**config.mk**
```make
export PLATFORM = sky130hd
export DESIGN_NAME = block_sequencer
export DESIGN_NICKNAME = d
export VERILOG_FILES = /design/src/rtl/block_sequencer.sv
export SDC_FILE = /design/constraint.sdc
export NUM_CORES = 1
export LEC_CHECK = 0
export BUFFER_PORTS_ARGS = -buffer_cell sky130_fd_sc_hd__buf_4
export CORE_MARGIN = 5
export CORE_UTILIZATION = 50
export CTS_CLUSTER_DIAMETER = 80
export DETAILED_ROUTE_END_ITERATION = 7
export GPL_TIMING_DRIVEN = 0
export PLACE_DENSITY = 0.71
export RECOVER_POWER = 50
export SLEW_MARGIN = 20
export SYNTH_ARGS = -nofsm -noshare
export SYNTH_HDL_FRONTEND = slang
export SYNTH_SLANG_ARGS = --single-unit
```
**constraint.sdc**
```tcl
create_clock -name clk -period 2.6 [get_ports clk]
set_input_delay 0.13 -clock clk [delete_from_list [all_inputs] [get_ports clk]]
set_output_delay 0.13 -clock clk [all_outputs]
set_load 0.1 [all_outputs]
```
**src/rtl/block_sequencer.sv**
```systemverilog
`default_nettype none
// ============================================================================
// Module      : block_sequencer
// Description : Walks an enable mask of N_BLOCKS processing blocks and grants
//               a one-hot control enable to one block at a time. It waits for
//               that block's done handshake before moving on. Supported orders
//               are ascending, descending, single-shot (lowest enabled block
//               only) and looping ascending. Each block has a run timeout, and
//               the sequence can be aborted at any point.
// Ports       : clk, reset            clock / async active-high reset
//               start, abort          sequence control
//               blocks[N_BLOCKS]      enable mask, latched on accepted start
//               selector[3]           [1:0] order (latched), [2] live hold
//               block_done[N_BLOCKS]  per-block completion handshake
//               control[N_BLOCKS]     one-hot enable of the active block
//               cur_idx[IDX_W]        active / last-scanned block index
//               busy, done            status (done is a one-cycle pulse)
//               timeout_err           high while in the error state
// Revision    : 1.0 - initial parametrised release
// ============================================================================
module block_sequencer #(
    parameter int N_BLOCKS       = 7,
    parameter int TIMEOUT_CYCLES = 255,
    parameter int IDX_W          = $clog2(N_BLOCKS)
) (
    input  logic                clk,
    input  logic                reset,
    input  logic                start,
    input  logic                abort,
    input  logic [N_BLOCKS-1:0] blocks,
    input  logic [2:0]          selector,
    input  logic [N_BLOCKS-1:0] block_done,
    output logic [N_BLOCKS-1:0] control,
    output logic [IDX_W-1:0]    cur_idx,
    output logic                busy,
    output logic                done,
    output logic                timeout_err
);

    localparam logic [1:0] c_MODE_ASC    = 2'd0;
    localparam logic [1:0] c_MODE_DESC   = 2'd1;
    localparam logic [1:0] c_MODE_SINGLE = 2'd2;
    localparam logic [1:0] c_MODE_LOOP   = 2'd3;

    localparam int             c_TMR_W  = (TIMEOUT_CYCLES < 2) ? 1 : $clog2(TIMEOUT_CYCLES + 1);
    localparam logic [c_TMR_W-1:0] c_TMO = c_TMR_W'(TIMEOUT_CYCLES);
    localparam bit             c_TMO_EN = (TIMEOUT_CYCLES != 0);
    localparam logic [IDX_W-1:0] c_LAST = IDX_W'(N_BLOCKS - 1);

    typedef enum logic [2:0] {
        S_IDLE = 3'd0,
        S_SCAN = 3'd1,
        S_RUN  = 3'd2,
        S_DONE = 3'd3,
        S_ERR  = 3'd4
    } state_t;

    state_t              r_state;
    logic [N_BLOCKS-1:0] r_mask;
    logic [1:0]          r_mode;
    logic [IDX_W-1:0]    r_origin;
    // Set when the walk has run off the end of the index range. The sequencer
    // still spends one SCAN cycle, which keeps the delay from the last
    // block_done to the done pulse at two cycles in every mode.
    logic                r_end;
    logic [c_TMR_W-1:0]  r_timer;

    // ------------------------------------------------------------------
    // Next-enabled-block search, starting at r_origin inclusive.
    // ------------------------------------------------------------------
    logic             w_fwd_found, w_bwd_found, w_any_found;
    logic [IDX_W-1:0] w_fwd_idx, w_bwd_idx, w_low_idx;
    logic             w_found;
    logic [IDX_W-1:0] w_hit_idx;
    logic             w_hold;

    always_comb begin
        w_fwd_found = 1'b0;
        w_fwd_idx   = '0;
        w_any_found = 1'b0;
        w_low_idx   = '0;
        w_bwd_found = 1'b0;
        w_bwd_idx   = '0;
        // Walking downward leaves the lowest qualifying index as the last write.
        for (int i = N_BLOCKS - 1; i >= 0; i--) begin
            if (r_mask[i]) begin
                w_any_found = 1'b1;
                w_low_idx   = IDX_W'(i);
                if (i >= int'(r_origin)) begin
                    w_fwd_found = 1'b1;
                    w_fwd_idx   = IDX_W'(i);
                end
            end
        end
        // Walking upward leaves the highest qualifying index as the last write.
        for (int i = 0; i < N_BLOCKS; i++) begin
            if (r_mask[i] && (i <= int'(r_origin))) begin
                w_bwd_found = 1'b1;
                w_bwd_idx   = IDX_W'(i);
            end
        end
    end

    always_comb begin
        w_found   = w_fwd_found;
        w_hit_idx = w_fwd_idx;
        case (r_mode)
            c_MODE_DESC: begin
                w_found   = w_bwd_found;
                w_hit_idx = w_bwd_idx;
            end
            c_MODE_LOOP: begin
                // Nothing left above the origin: wrap to the lowest enabled block.
                w_found   = w_any_found;
                w_hit_idx = w_fwd_found ? w_fwd_idx : w_low_idx;
            end
            default: ;
        endcase
    end

    assign w_hold = selector[2];

    // ------------------------------------------------------------------
    // Sequencer FSM with registered outputs.
    // ------------------------------------------------------------------
    always_ff @(posedge clk or posedge reset) begin
        if (reset) begin
            r_state     <= S_IDLE;
            r_mask      <= '0;
            r_mode      <= c_MODE_ASC;
            r_origin    <= '0;
            r_end       <= 1'b0;
            r_timer     <= '0;
            control     <= '0;
            cur_idx     <= '0;
            busy        <= 1'b0;
            done        <= 1'b0;
            timeout_err <= 1'b0;
        end else if (abort) begin
            r_state     <= S_IDLE;
            r_timer     <= '0;
            control     <= '0;
            busy        <= 1'b0;
            done        <= 1'b0;
            timeout_err <= 1'b0;
        end else begin
            case (r_state)
                S_IDLE, S_ERR: begin
                    if (start) begin
                        r_mask      <= blocks;
                        r_mode      <= selector[1:0];
                        r_origin    <= (selector[1:0] == c_MODE_DESC) ? c_LAST : '0;
                        r_end       <= 1'b0;
                        r_state     <= S_SCAN;
                        busy        <= 1'b1;
                        timeout_err <= 1'b0;
                    end
                end
                S_SCAN: begin
                    if (!r_end && w_found) begin
                        cur_idx <= w_hit_idx;
                        control <= N_BLOCKS'(1) << w_hit_idx;
                        r_timer <= '0;
                        r_state <= S_RUN;
                    end else begin
                        busy    <= 1'b0;
                        done    <= 1'b1;
                        r_state <= S_DONE;
                    end
                end
                S_RUN: begin
                    // Hold freezes the block entirely: no advance, no timer.
                    if (!w_hold) begin
                        if (block_done[cur_idx]) begin
                            control <= '0;
                            r_timer <= '0;
                            r_state <= S_SCAN;
                            case (r_mode)
                                c_MODE_ASC: begin
                                    r_end    <= (cur_idx == c_LAST);
                                    r_origin <= cur_idx + 1'b1;
                                end
                                c_MODE_LOOP: begin
                                    r_origin <= (cur_idx == c_LAST) ? '0 : cur_idx + 1'b1;
                                end
                                c_MODE_DESC: begin
                                    r_end    <= (cur_idx == '0);
                                    r_origin <= cur_idx - 1'b1;
                                end
                                default: r_end <= 1'b1; // single-shot
                            endcase
                        end else if (c_TMO_EN && (r_timer == c_TMO)) begin
                            control     <= '0;
                            busy        <= 1'b0;
                            timeout_err <= 1'b1;
                            r_state     <= S_ERR;
                        end else if (c_TMO_EN) begin
                            r_timer <= r_timer + 1'b1;
                        end
                    end
                end
                S_DONE: begin
                    done    <= 1'b0;
                    r_state <= S_IDLE;
                end
                default: begin
                    control <= '0;
                    busy    <= 1'b0;
                    done    <= 1'b0;
                    r_state <= S_IDLE;
                end
            endcase
        end
    end

endmodule
`default_nettype wire

```
==> impl_metrics.json <==
{
  "status": "complete, no violations",
  "synth_cell_types": 59,
  "diodes": 0,
  "start_util": 0.513,
  "critical_path_arrival_ns": 2.64,
  "final_util": 0.593,
  "synthSimpleGateAreaFrac": 0.220,
  "cts_setup_buffers": 0,
  "worst_setup_path_start_kind": "flop",
  "fin_skew_ns": 0.00745,
  "ff2ff_path_depth": 7,
  "critical_path_class": "flop to flop",
  "critPathRequiredTime_ns": 2.78,
  "period_needed_ns": 2.46,
  "drcViolationCount": 0,
  "final_nets": 367,
  "critPathCaptureType": "flop",
  "fill_cells": 470,
  "design.die.area_um2": 6780,
  "setup-violations-final": 0,
  "syn_area_um2": 2620,
  "rr_endpoint": "control[5]",
  "synth_nets": 326,
  "post-dp-hpwl_mm": 4.75,
  "relSlewSlack": 0.209,
  "grt_pass1_vias": 2325,
  "fin_hold_ws_ns": 0.0216,
  "min_path_type": "input pin to flop",
  "viasPerCell": 5.95,
  "ys_warn_count": 0,
  "clk_pin_slew_ns": 0.08,
  "cts_buffers": 5,
  "area.sequential_um2": 927,
  "dr.pass1.iters": 4,
  "synth_area_leaders": "dfrtp_1 35%, ha_1 4.3%, o21ai_0 3.8%, nand2_1 3.6%, nor2_1 3.3%",
  "drive_gt1_frac": 0.183,
  "grt_pass1_wl_mm": 11.0,
  "chipHeight_um": 82.4,
  "peakVddDrop_v": 0.000676,
  "design_area_um2": 3030,
  "syn_avg_cell_area_um2": 8.85,
  "synth_seq_area_share": 0.354,
  "synth_edf_count": 0,
  "ys_ff_latch": 37,
  "leakage_nw": 1.29,
  "overflow": 0,
  "dpl_cell_area_um2": 2980,
  "clock_path_buffers": 2,
  "drv_slew": 0,
  "synthArstFlopShare": 1.00,
  "power.total_mw": 3.57,
  "critPathMaxFanout": 10,
  "port_buffers": 32,
  "crit_end": "control[5]",
  "numClockSinks": 37,
  "grtUsageTotal": 0.208,
  "synthXorXnorAreaFrac": 0.00334,
  "synth-compound-area-share": 0.272,
  "hold_viol": 0,
  "yosys.area.top_type": "dfrtp_1",
  "dp.cells": 399,
  "area_growth_pct": 15.6,
  "drv.max_cap_violation_count": 0,
  "timing.rr.start": "r_origin[1]",
  "die_w_um": 82.4,
  "synth_top_family_by_area": "compound AO/OA/AOI/OAI gates",
  "vias": 2429,
  "synthCells": 296,
  "worst-r2r-setup-slack_ns": 0.14,
  "io_pins": 34,
  "synthMuxAreaShare": 0.0569,
  "synthFlopType": "dfrtp_1",
  "antenna_left": 0,
  "drtIter0Drc": 154,
  "synth_fa_ha_area_frac": 0.0430,
  "gp_congestion": 0.917,
  "num_rows": 26,
  "antenna_found_initial": 0,
  "powerDensity_nw_per_um2": 1180,
  "timing.final.crit_share": 0.946,
  "clk_latency_ns": 0.29,
  "h-tree-depth": 2,
  "yosysTopAreaCellShare": 0.354,
  "drt-total-wl_mm": 6.61,
  "core_area_um2": 5110,
  "multi_input_area_um2": 1560,
  "worst_pin_slew_ns": 1.19,
  "grt_max_degree": 21,
  "cts-root-buf": "clkbuf_8",
  "cp-startpoint": "r_origin[1]",
  "cts_tree": "yes",
  "wl_per_cell_um": 16.2,
  "timing.fmax_mhz": 407,
  "fin_cells": 408
}
Yosys cell counts (3+ instances only):
library cell	instances
dfrtp_1	37
nor2b_1	7
ha_1	9
a21boi_0	3
a211oi_1	5
inv_1	14
or2_2	4
mux2i_1	7
nand2b_1	13
o21ai_0	20
o21bai_1	3
clkbuf_1	13
or3b_2	3
nand2_1	25
o221ai_1	3
o21a_1	4
a21oi_1	9
a221oi_1	6
nor3_1	5
or4_1	3
o211ai_1	3
or3_1	6
nor2_1	23
a22o_1	6
nand3b_1	3
mux2_2	7
o32ai_1	5
and3_1	3
nand3_1	7
cell usage in the layout, fill, tap and decap left out, types with 5 or more instances in the layout:
cell type,count
dfrtp_1,36
nand2_1,25
buf_4,25
nor2_1,23
clkbuf_1,21
o21ai_0,20
inv_1,14
nand2b_1,13
a21oi_1,9
ha_1,9
nor2b_1,7
mux2i_1,7
mux2_2,7
nand3_1,7
or3_1,6
a22o_1,6
a221oi_1,6
a211oi_1,5
o32ai_1,5
clkbuf_8,5
layout make-up:
cell class | count | area share
multi-input cells | 228 | 0.517
repair buffers | 34 | 0.0765
clock buffers | 6 | 0.0240
plain buffers | 17 | 0.0269
clock inverters | 2 | 0.00331
inverters | 14 | 0.0174
well taps | 70 | 0.0289
flip-flops and latches | 37 | 0.306
flip-flops by register name, summed over array words and instances (netlist names):
| name | cells |
|---|---|
| r_state | 3 |
| r_origin | 3 |
| busy | 1 |
| r_end | 1 |
| r_mode | 2 |
| r_timer | 8 |
| control | 7 |
| cur_idx | 3 |
| timeout_err | 1 |
| r_mask | 7 |
| done | 1 |
per-stage QoR:
step,setup TNS [ns],setup slack [ns]
finish,0,0.141
detailed placement,0,0.0321
CTS,0,0.0127
global placement,0,0.0647
global route,-0.0233,-0.0233
floorplan,0,0.192
metal layers:
metal | GRT usage | up-vias | share of wire
li1 | - | 1183 | -
met1 | 0.299 | 1150 | 0.48
met2 | 0.325 | 88 | 0.44
met3 | 0.0271 | 8 | 0.064
met4 | 0.0631 | 0 | 0.012
met5 | 0 | - | 0
report_power, final:
group	internal, mW	total (mW)	switching [mW]	leakage, nW
clock	0.186	0.399	0.213	0.0450
combinational	0.787	2.24	1.45	0.757
sequential	0.739	0.926	0.187	0.486
logic make-up (layout without fill, tap and decap cells):
| family | count (synthesis) | count (layout) |
|---|---|---|
| compound gates | 95 | 95 |
| buf+inv | 31 | 73 |
| flops | 37 | 37 |
| simple gates | 109 | 109 |
| xor+xnor | 1 | 1 |
| fa+ha+maj | 9 | 9 |
| mux | 14 | 14 |
critical path, cell delays in order, from the launching register on:
cell and delay [ns]:
dfrtp_1 0.46, clkbuf_1 0.27, or4b_2 0.71, o211ai_1 0.11, a31oi_1 0.07, a211o_1 0.33
nor2b_1 0.19, a22o_1 0.22
worst min path at each step:
stage          startpoint           to  slack (ns)  cells past startpoint
6_report            start  timeout_err        0.02                      2
5_1_grt             start  timeout_err        0.03                      2
4_1_cts             start  timeout_err        0.02                      2
3_5_place_dp        reset   r_timer[1]        0.16                      2
3_3_place_gp        start  timeout_err        0.33                      2
2_1_floorplan       start  timeout_err        0.22                      1
what timing repair did:
action,in CTS,in global routing
hold buffers,1,0
hold endpoints to repair,17,0
endpoints found under the setup margin,0,5
gates resized for setup,0,1
Note: power is estimated with default switching activity, not from simulation.
